===== config.mk =====
export PLATFORM = sky130hd
export DESIGN_NAME = alu_issue_ctrl
export DESIGN_NICKNAME = d
export VERILOG_FILES = /design/src/rtl/alu_issue_ctrl.sv
export SDC_FILE = /design/constraint.sdc
export NUM_CORES = 1
export LEC_CHECK = 0
export ABC_CLOCK_PERIOD_IN_PS = 2000
export CORE_UTILIZATION = 36
export CTS_CLUSTER_SIZE = 28
export DETAILED_ROUTE_END_ITERATION = 8
export PLACE_DENSITY_LB_ADDON = 0.25
export SYNTH_ARGS = -nofsm -noshare
export SYNTH_HDL_FRONTEND = slang
export SYNTH_SLANG_ARGS = --single-unit

===== constraint.sdc =====
create_clock -name clk -period 2 [get_ports clk]
set_clock_uncertainty 0.15 [all_clocks]
set_input_delay 0.4 -clock clk [delete_from_list [all_inputs] [get_ports clk]]
set_output_delay 0.4 -clock clk [all_outputs]
set_load 0.005 [all_outputs]

===== src/rtl/alu_issue_ctrl.sv =====
// Issue controller for the multicycle ripple ALU: decodes R-type funct, holds operands
// for ALU_LAT cycles, then returns result/flags. Optional overflow trap: ALU_OVF_TRAP_EN.
module alu_issue_ctrl #(
  parameter int unsigned WIDTH   = 32,
  parameter int unsigned ALU_LAT = 2
) (
  input  logic             clk,
  input  logic             rst_n,
  input  logic             req_valid,
  output logic             req_ready,
  input  logic [5:0]       req_funct,
  input  logic [WIDTH-1:0] req_a,
  input  logic [WIDTH-1:0] req_b,
  output logic [WIDTH-1:0] alu_a,
  output logic [WIDTH-1:0] alu_b,
  output logic [2:0]       alu_op,
  input  logic [WIDTH-1:0] alu_res,
  input  logic             alu_v,
  output logic             rsp_valid,
  input  logic             rsp_ready,
  output logic [WIDTH-1:0] rsp_res,
  output logic             rsp_ovf,
  output logic             rsp_zero,
  output logic             rsp_ill
`ifdef ALU_OVF_TRAP_EN
  ,
  output logic             rsp_trap
`endif
);

  localparam logic [1:0] StIdle = 2'd0;
  localparam logic [1:0] StExec = 2'd1;
  localparam logic [1:0] StResp = 2'd2;

  localparam logic [2:0] OpAnd = 3'b000;
  localparam logic [2:0] OpOr  = 3'b001;
  localparam logic [2:0] OpAdd = 3'b010;
  localparam logic [2:0] OpXor = 3'b011;
  localparam logic [2:0] OpNor = 3'b101;
  localparam logic [2:0] OpSub = 3'b110;
  localparam logic [2:0] OpSlt = 3'b111;

  localparam logic [3:0] CntLoad = 4'(ALU_LAT - 1);

  logic [1:0]       state_q, state_d;
  logic [3:0]       cnt_q, cnt_d;
  logic [WIDTH-1:0] alu_a_q, alu_a_d, alu_b_q, alu_b_d;
  logic [2:0]       alu_op_q, alu_op_d;
  logic             signed_q, signed_d;
  logic [WIDTH-1:0] rsp_res_q, rsp_res_d;
  logic             rsp_ovf_q, rsp_ovf_d;
  logic             rsp_zero_q, rsp_zero_d;
  logic             rsp_ill_q, rsp_ill_d;

  logic [2:0] dec_op;
  logic       dec_legal;
  logic       dec_signed;
  logic       cap_ovf;
  logic       cap_trap;
  logic       capture;

  always_comb begin
    dec_op     = OpAnd;
    dec_legal  = 1'b1;
    dec_signed = 1'b0;
    unique case (req_funct)
      6'h20:   begin dec_op = OpAdd; dec_signed = 1'b1; end
      6'h21:   dec_op = OpAdd;
      6'h22:   begin dec_op = OpSub; dec_signed = 1'b1; end
      6'h23:   dec_op = OpSub;
      6'h24:   dec_op = OpAnd;
      6'h25:   dec_op = OpOr;
      6'h26:   dec_op = OpXor;
      6'h27:   dec_op = OpNor;
      6'h2A:   dec_op = OpSlt;
      default: dec_legal = 1'b0;
    endcase
  end

  // Only add/sub (not the unsigned forms) report overflow.
  assign cap_ovf = signed_q & alu_v;
`ifdef ALU_OVF_TRAP_EN
  assign cap_trap = cap_ovf;
`else
  assign cap_trap = 1'b0;
`endif

  assign capture = (state_q == StExec) && (cnt_q == 4'd0);

  always_comb begin
    state_d    = state_q;
    cnt_d      = cnt_q;
    alu_a_d    = alu_a_q;
    alu_b_d    = alu_b_q;
    alu_op_d   = alu_op_q;
    signed_d   = signed_q;
    rsp_res_d  = rsp_res_q;
    rsp_ovf_d  = rsp_ovf_q;
    rsp_zero_d = rsp_zero_q;
    rsp_ill_d  = rsp_ill_q;
    unique case (state_q)
      StIdle: begin
        if (req_valid) begin
          cnt_d = CntLoad;
          if (dec_legal) begin
            alu_a_d  = req_a;
            alu_b_d  = req_b;
            alu_op_d = dec_op;
            signed_d = dec_signed;
            state_d  = StExec;
          end else begin
            // Illegal funct skips the ALU; operands and op stay as they were.
            rsp_res_d  = '0;
            rsp_ovf_d  = 1'b0;
            rsp_zero_d = 1'b1;
            rsp_ill_d  = 1'b1;
            state_d    = StResp;
          end
        end
      end
      StExec: begin
        if (capture) begin
          rsp_res_d  = cap_trap ? '0 : alu_res;
          rsp_ovf_d  = cap_ovf;
          rsp_zero_d = (rsp_res_d == '0);
          rsp_ill_d  = 1'b0;
          state_d    = StResp;
        end else begin
          cnt_d = cnt_q - 4'd1;
        end
      end
      StResp: begin
        if (rsp_ready) state_d = StIdle;
      end
      default: state_d = StIdle;
    endcase
  end

  always_ff @(posedge clk) begin
    if (!rst_n) begin
      state_q    <= StIdle;
      cnt_q      <= 4'd0;
      alu_a_q    <= '0;
      alu_b_q    <= '0;
      alu_op_q   <= 3'b000;
      signed_q   <= 1'b0;
      rsp_res_q  <= '0;
      rsp_ovf_q  <= 1'b0;
      rsp_zero_q <= 1'b0;
      rsp_ill_q  <= 1'b0;
    end else begin
      state_q    <= state_d;
      cnt_q      <= cnt_d;
      alu_a_q    <= alu_a_d;
      alu_b_q    <= alu_b_d;
      alu_op_q   <= alu_op_d;
      signed_q   <= signed_d;
      rsp_res_q  <= rsp_res_d;
      rsp_ovf_q  <= rsp_ovf_d;
      rsp_zero_q <= rsp_zero_d;
      rsp_ill_q  <= rsp_ill_d;
    end
  end

`ifdef ALU_OVF_TRAP_EN
  logic rsp_trap_q;

  always_ff @(posedge clk) begin
    if (!rst_n) begin
      rsp_trap_q <= 1'b0;
    end else if (state_q == StIdle && req_valid) begin
      rsp_trap_q <= 1'b0;
    end else if (capture) begin
      rsp_trap_q <= cap_trap;
    end
  end

  assign rsp_trap = rsp_trap_q;
`endif

  assign req_ready = rst_n && (state_q == StIdle);
  assign rsp_valid = (state_q == StResp);
  assign alu_a     = alu_a_q;
  assign alu_b     = alu_b_q;
  assign alu_op    = alu_op_q;
  assign rsp_res   = rsp_res_q;
  assign rsp_ovf   = rsp_ovf_q;
  assign rsp_zero  = rsp_zero_q;
  assign rsp_ill   = rsp_ill_q;

endmodule


Word-level counts from Yosys, hierarchy flattened --
Index checks and enable logic that the tools add are counted.
Storage, ports and cells: logic and storage cells 67, flip-flop bits (word level) 109, input port bits 107
Cells by class: reductions and logical operators 14, multiplexer cells 25, bitwise gates (word level) 1, eq/ne operators 16, $add $sub $neg 1
Operators by type and width (number):
- two-way mux 32 bit | 3
- one-hot mux 32 bit (2 select lines) | 1
- equality test 6 bit, second input constant | 9
- logical NOT 32 bit | 1
- one-hot mux 3 bit (6 select lines) | 1
- two-way mux 1 bit | 9
- AND reduction 3 bit | 3
- OR reduction 9 bit | 1
- two-way mux 2 bit | 4
- two-way mux 4 bit | 2
- != test 2 bit, second input constant | 4
- one-hot mux 4 bit (2 select lines) | 1
- one-hot mux 1 bit (2 select lines) | 3
- one-hot mux 2 bit (3 select lines) | 1
- OR reduction 2 bit | 3
- logical NOT 4 bit | 1
- AND reduction 4 bit | 1
- subtractor 4 x 1 -> 4 bit, second input constant | 1
- equality test 2 x 1 -> 1 bit, second input constant | 1
- equality test 2 bit, second input constant | 1
- logical AND 1 bit | 2
- logical NOT 2 bit | 1
- != test 2 x 1 -> 1 bit, second input constant | 1
- nonzero test 2 bit | 1
- bitwise AND 1 bit | 1

Longest topological paths before layout --
Gate-level depths: netlist (run 1).
word-level depth 6, gate-level depth with buffers 8, gate-level depth less buffers 6

Worst setup path before layout (run 1) --
No wires, ideal clock.
path kind register -> register, start point reg cnt_q[0], end point reg rsp_res_q[10], in the netlist rsp_res[10], data arrival time 1.821 ns, path slack -0.043 ns, period minus slack after synthesis 2.043 ns, cell stages (with the launch flop) 9, data required time 1.778 ns, path buffers 2, cell sequence dfxtp_1 > inv_1 > ha_1 > or3b_2 > nand2b_1 > o21ai_0 > buf_2 > buf_4 > mux2i_1
On the way: cells in the longest elaborated chain, start to end 4
RTL lines:
- start: declaration | RTL line 46 | logic [3:0] cnt_q, cnt_d;
- start signal: assignment | RTL line 153 | cnt_q <= cnt_d;
- logical NOT 4 bit | RTL line 88 | assign capture = (state_q == StExec) && (cnt_q == 4'd0);
- logical AND 1 bit | RTL line 88
- != test 2 bit (no line)
- AND reduction 4 bit (no line)
- end signal: assignment | RTL line 158 | rsp_res_q <= rsp_res_d;
- end: declaration | RTL line 50 | logic [WIDTH-1:0] rsp_res_q, rsp_res_d;
No other way between the ends. A chain may end at the register's enable or synchronous reset.

Final worst setup path (run 1) --
start point in rst_n, end point out req_ready
On the way: cells in the longest elaborated chain, start to end 1
RTL lines:
- start: declaration | RTL line 8 | input logic rst_n,
- logical AND 1 bit | RTL line 181 | assign req_ready = rst_n && (state_q == StIdle);
- end: declaration | RTL line 10 | output logic req_ready,
No other way between the ends.

==> results of run 1 <==
[registers in the layout (all words and copies together) (netlist names)]
signal	cells
alu_a	32
alu_b	32
rsp_res	32
cnt_q	4
alu_op	3
state_q	2
rsp_ill	1
rsp_ovf	1
rsp_zero	1
signed_q	1
[through the flow]
| step | std cells | util | area [um2] | setup WS (ps) | hold slack [ps] |
|---|---|---|---|---|---|
| 6_report | 866 | 0.647 | 7140 | 44.8 | 262 |
| 4_1_cts | 862 | 0.638 | 7030 | -6.01 | 307 |
| 2_1_floorplan | 502 | - | 4170 | -5.16 | 282 |
| 3_5_place_dp | 843 | 0.599 | 6600 | -444 | 297 |
| 3_3_place_gp | 843 | 0.599 | 6600 | -402 | 291 |
| 5_1_grt | 866 | 0.647 | 7140 | -44.8 | 283 |
[cell families (layout without fill, tap and decap cells)]
logic type,Yosys count,in the layout,share of synthesized area
AND/OR/NAND/NOR,238,238,0.234
flip-flops,109,109,0.525
AO/OA/AOI/OAI,77,77,0.102
buffers and inverters,38,262,0.0427
multiplexers,36,36,0.0869
adder cells (fa/ha/maj),2,2,0.00601
XOR/XNOR,2,2,0.00421
[final timing paths]
check / depth (start not counted) / startpoint / slack (ps) / endpoint
max reg2reg: 7 / cnt_q[0]$_SDFFE_PN0P_ / 70 / rsp_res[0]$_SDFFE_PN0P_
max: 4 / rst_n / 40 / req_ready
min reg2reg: 2 / alu_b[24]$_SDFFE_PN0P_ / 300 / alu_b[24]$_SDFFE_PN0P_
min: 3 / req_funct[2] / 260 / alu_op[1]$_SDFFE_PN0P_
[cell type report]
cell class	instances	area (um2)	share of cell area
Tap cell	140	175	0.0245
Clock buffer	11	243	0.0340
Multi-Input combinational cell	355	1850	0.259
Sequential cell	109	2180	0.306
Timing Repair Buffer	243	2570	0.360
Clock inverter	5	108	0.0151
Inverter	3	11.3	0.00158
[worst max-delay path, cell delays in order]
cell             delay, ps
clkdlybuf4s50_1        500
inv_2                   50
nor3_1                 170
dlygate4sd2_1          290
[power groups by stage]
stage | Clock (mW) | Combinational (mW) | Sequential, mW
4_1_cts | 2.10 | 0.630 | 2.23
3_3_place_gp | 0 | 0.584 | 2.28
2_1_floorplan | 0 | 0.199 | 2.28
5_1_grt | 2.18 | 0.685 | 2.24
6_report | 2.05 | 0.641 | 2.23
3_5_place_dp | 0 | 0.591 | 2.28
[per-layer routing]
layer	GRT usage	up-vias	part of all wire
li1	-	2084	-
met1	0.215	1911	0.40
met2	0.352	160	0.48
met3	0.0788	15	0.11
met4	0.0781	0	0.016
met5	0	-	0
[layout by cell type, fill, tap and decap left out, types with 3 or more instances in the layout]
| cell | count |
|---|---|
| clkdlybuf4s50_1 | 204 |
| nand3_1 | 4 |
| a21oi_1 | 65 |
| mux2i_1 | 34 |
| buf_4 | 18 |
| nor4_1 | 8 |
| dlymetal6s2s_1 | 4 |
| nor2b_1 | 4 |
| or3b_4 | 3 |
| buf_12 | 11 |
| dfxtp_1 | 109 |
| bufinv_16 | 3 |
| clkbuf_16 | 12 |
| nor2_1 | 7 |
| nor3_1 | 4 |
| nand2_1 | 198 |
| a21oi_2 | 3 |
| nand4_1 | 3 |
[repair_timing]
item                       4_1_cts  5_1_grt
pin swaps                        0        3
cloned                           1        3
setup buffers                    2        1
setup endpoints to repair       93      101
resized for setup                8        8
==> flow_metrics.tcl, run 1 <==
set metrics [dict create \
    postRouteAntennaNets 0 \
    clk_pin_slew_ps 70 \
    crit_type "in -> out" \
    postCtsHoldBufs 0 \
    io_buffers 210 \
    grt_pass1_wl_um 18700 \
    insertion_delay_ps 340 \
    first_pass_iters 4 \
    gr-total-overflow 0 \
    io_pins 211 \
    chipWidth_um 110 \
    yosysMostFrequentCell "nand2_1" \
    combPwrFrac 0.130 \
    max_slew_margin 0.498 \
    status "finished, final reports clean" \
    antenna_found_initial 0 \
    yosys_warnings 0 \
    startpoint_type "input pin" \
    hpwl_um 8930 \
    setup_tns_ps 0 \
    drive_gt1_frac 0.0882 \
    switchingPower_mw 1.04 \
    num-nets-final 830 \
    report.final.hold_viol_count 0 \
    dieHeight_um 110 \
    antenna_cells 0 \
    async_flop_share 0 \
    fmax_mhz 511 \
    worst_pin_slew_ps 753 \
    num_rows 38 \
    crit_fanout 2 \
    synth_nets 611 \
    core-area_mm2 0.0110 \
    end_kind "output port" \
    numCtsBuffers 9 \
    p_sw_frac 0.212 \
    syn_area_mm2 0.00416 \
    cp.required_ps 1450 \
    synth.avg_cell_area_um2 8.29 \
    grtUsageTotal 0.200 \
    fill_cells 910 \
    fin_crit_ps 1960 \
    cts_num_sinks 109 \
    wl_per_cell_um 14.2 \
    hold_path.class "in -> reg" \
    cts-root-buf "clkbuf_16" \
    power_density_mw_per_mm2 689 \
    start_util 0.377 \
    rsz0062_at_grt "yes" \
    p_int_mw 3.88 \
    seqPwrFrac 0.454 \
    synth_commonest_cells "199 x nand2_1, 109 x dfxtp_1, 68 x a21oi_1" \
    cp_data_arrival_time_ps 1410 \
    h-tree-depth 3 \
    p_leak_nw 2.57 \
    yosysSeqAreaShare 0.525 \
    syn_inst 502 \
    synth_top_area_share 0.525 \
    maxSlewViolCount 0 \
    synthFlopType "dfxtp_1" \
    cts_buffer_depth 2 \
    viasPerCell 4.82 \
    post-route-period-util 0.978 \
    setup_viol 0 \
    grt_pass1_vias 4073 \
    cts_tree "yes" \
    drt-total-wl_um 12300 \
    grt_max_degree 72 \
    synth-seq-cells 109 \
    gp_congestion 0.747 \
    clock_power_share 0.416 \
    ir_drop_v 0.000358 \
    synth_edf_count 0 \
    die_area_mm2 0.0120 \
    synth_area_leaders "dfxtp_1 52%, nand2_1 18%, mux2i_1 8.4%, a21oi_1 8.2%, clkbuf_1 1.8%" \
    remaining_drc_errors 0 \
    synthToLayoutAreaGrowth_pct 71.5 \
    yosys.area.top_type "dfxtp_1" \
    p_total_mw 4.92 \
    maxCapViolCount 0 \
    vias 4170 \
    drt_iter0_markers 244 \
    netlist-cell-type-count 32 \
]
Note: power is estimated with default switching activity, not from simulation.
==> inputs of run 2 (changes only) <==
Settings changed: HOLD_SLACK_MARGIN set to 0.12.
==> results of run 2 <==
The final DEF is identical to that of run 1; final timing and power are the same.
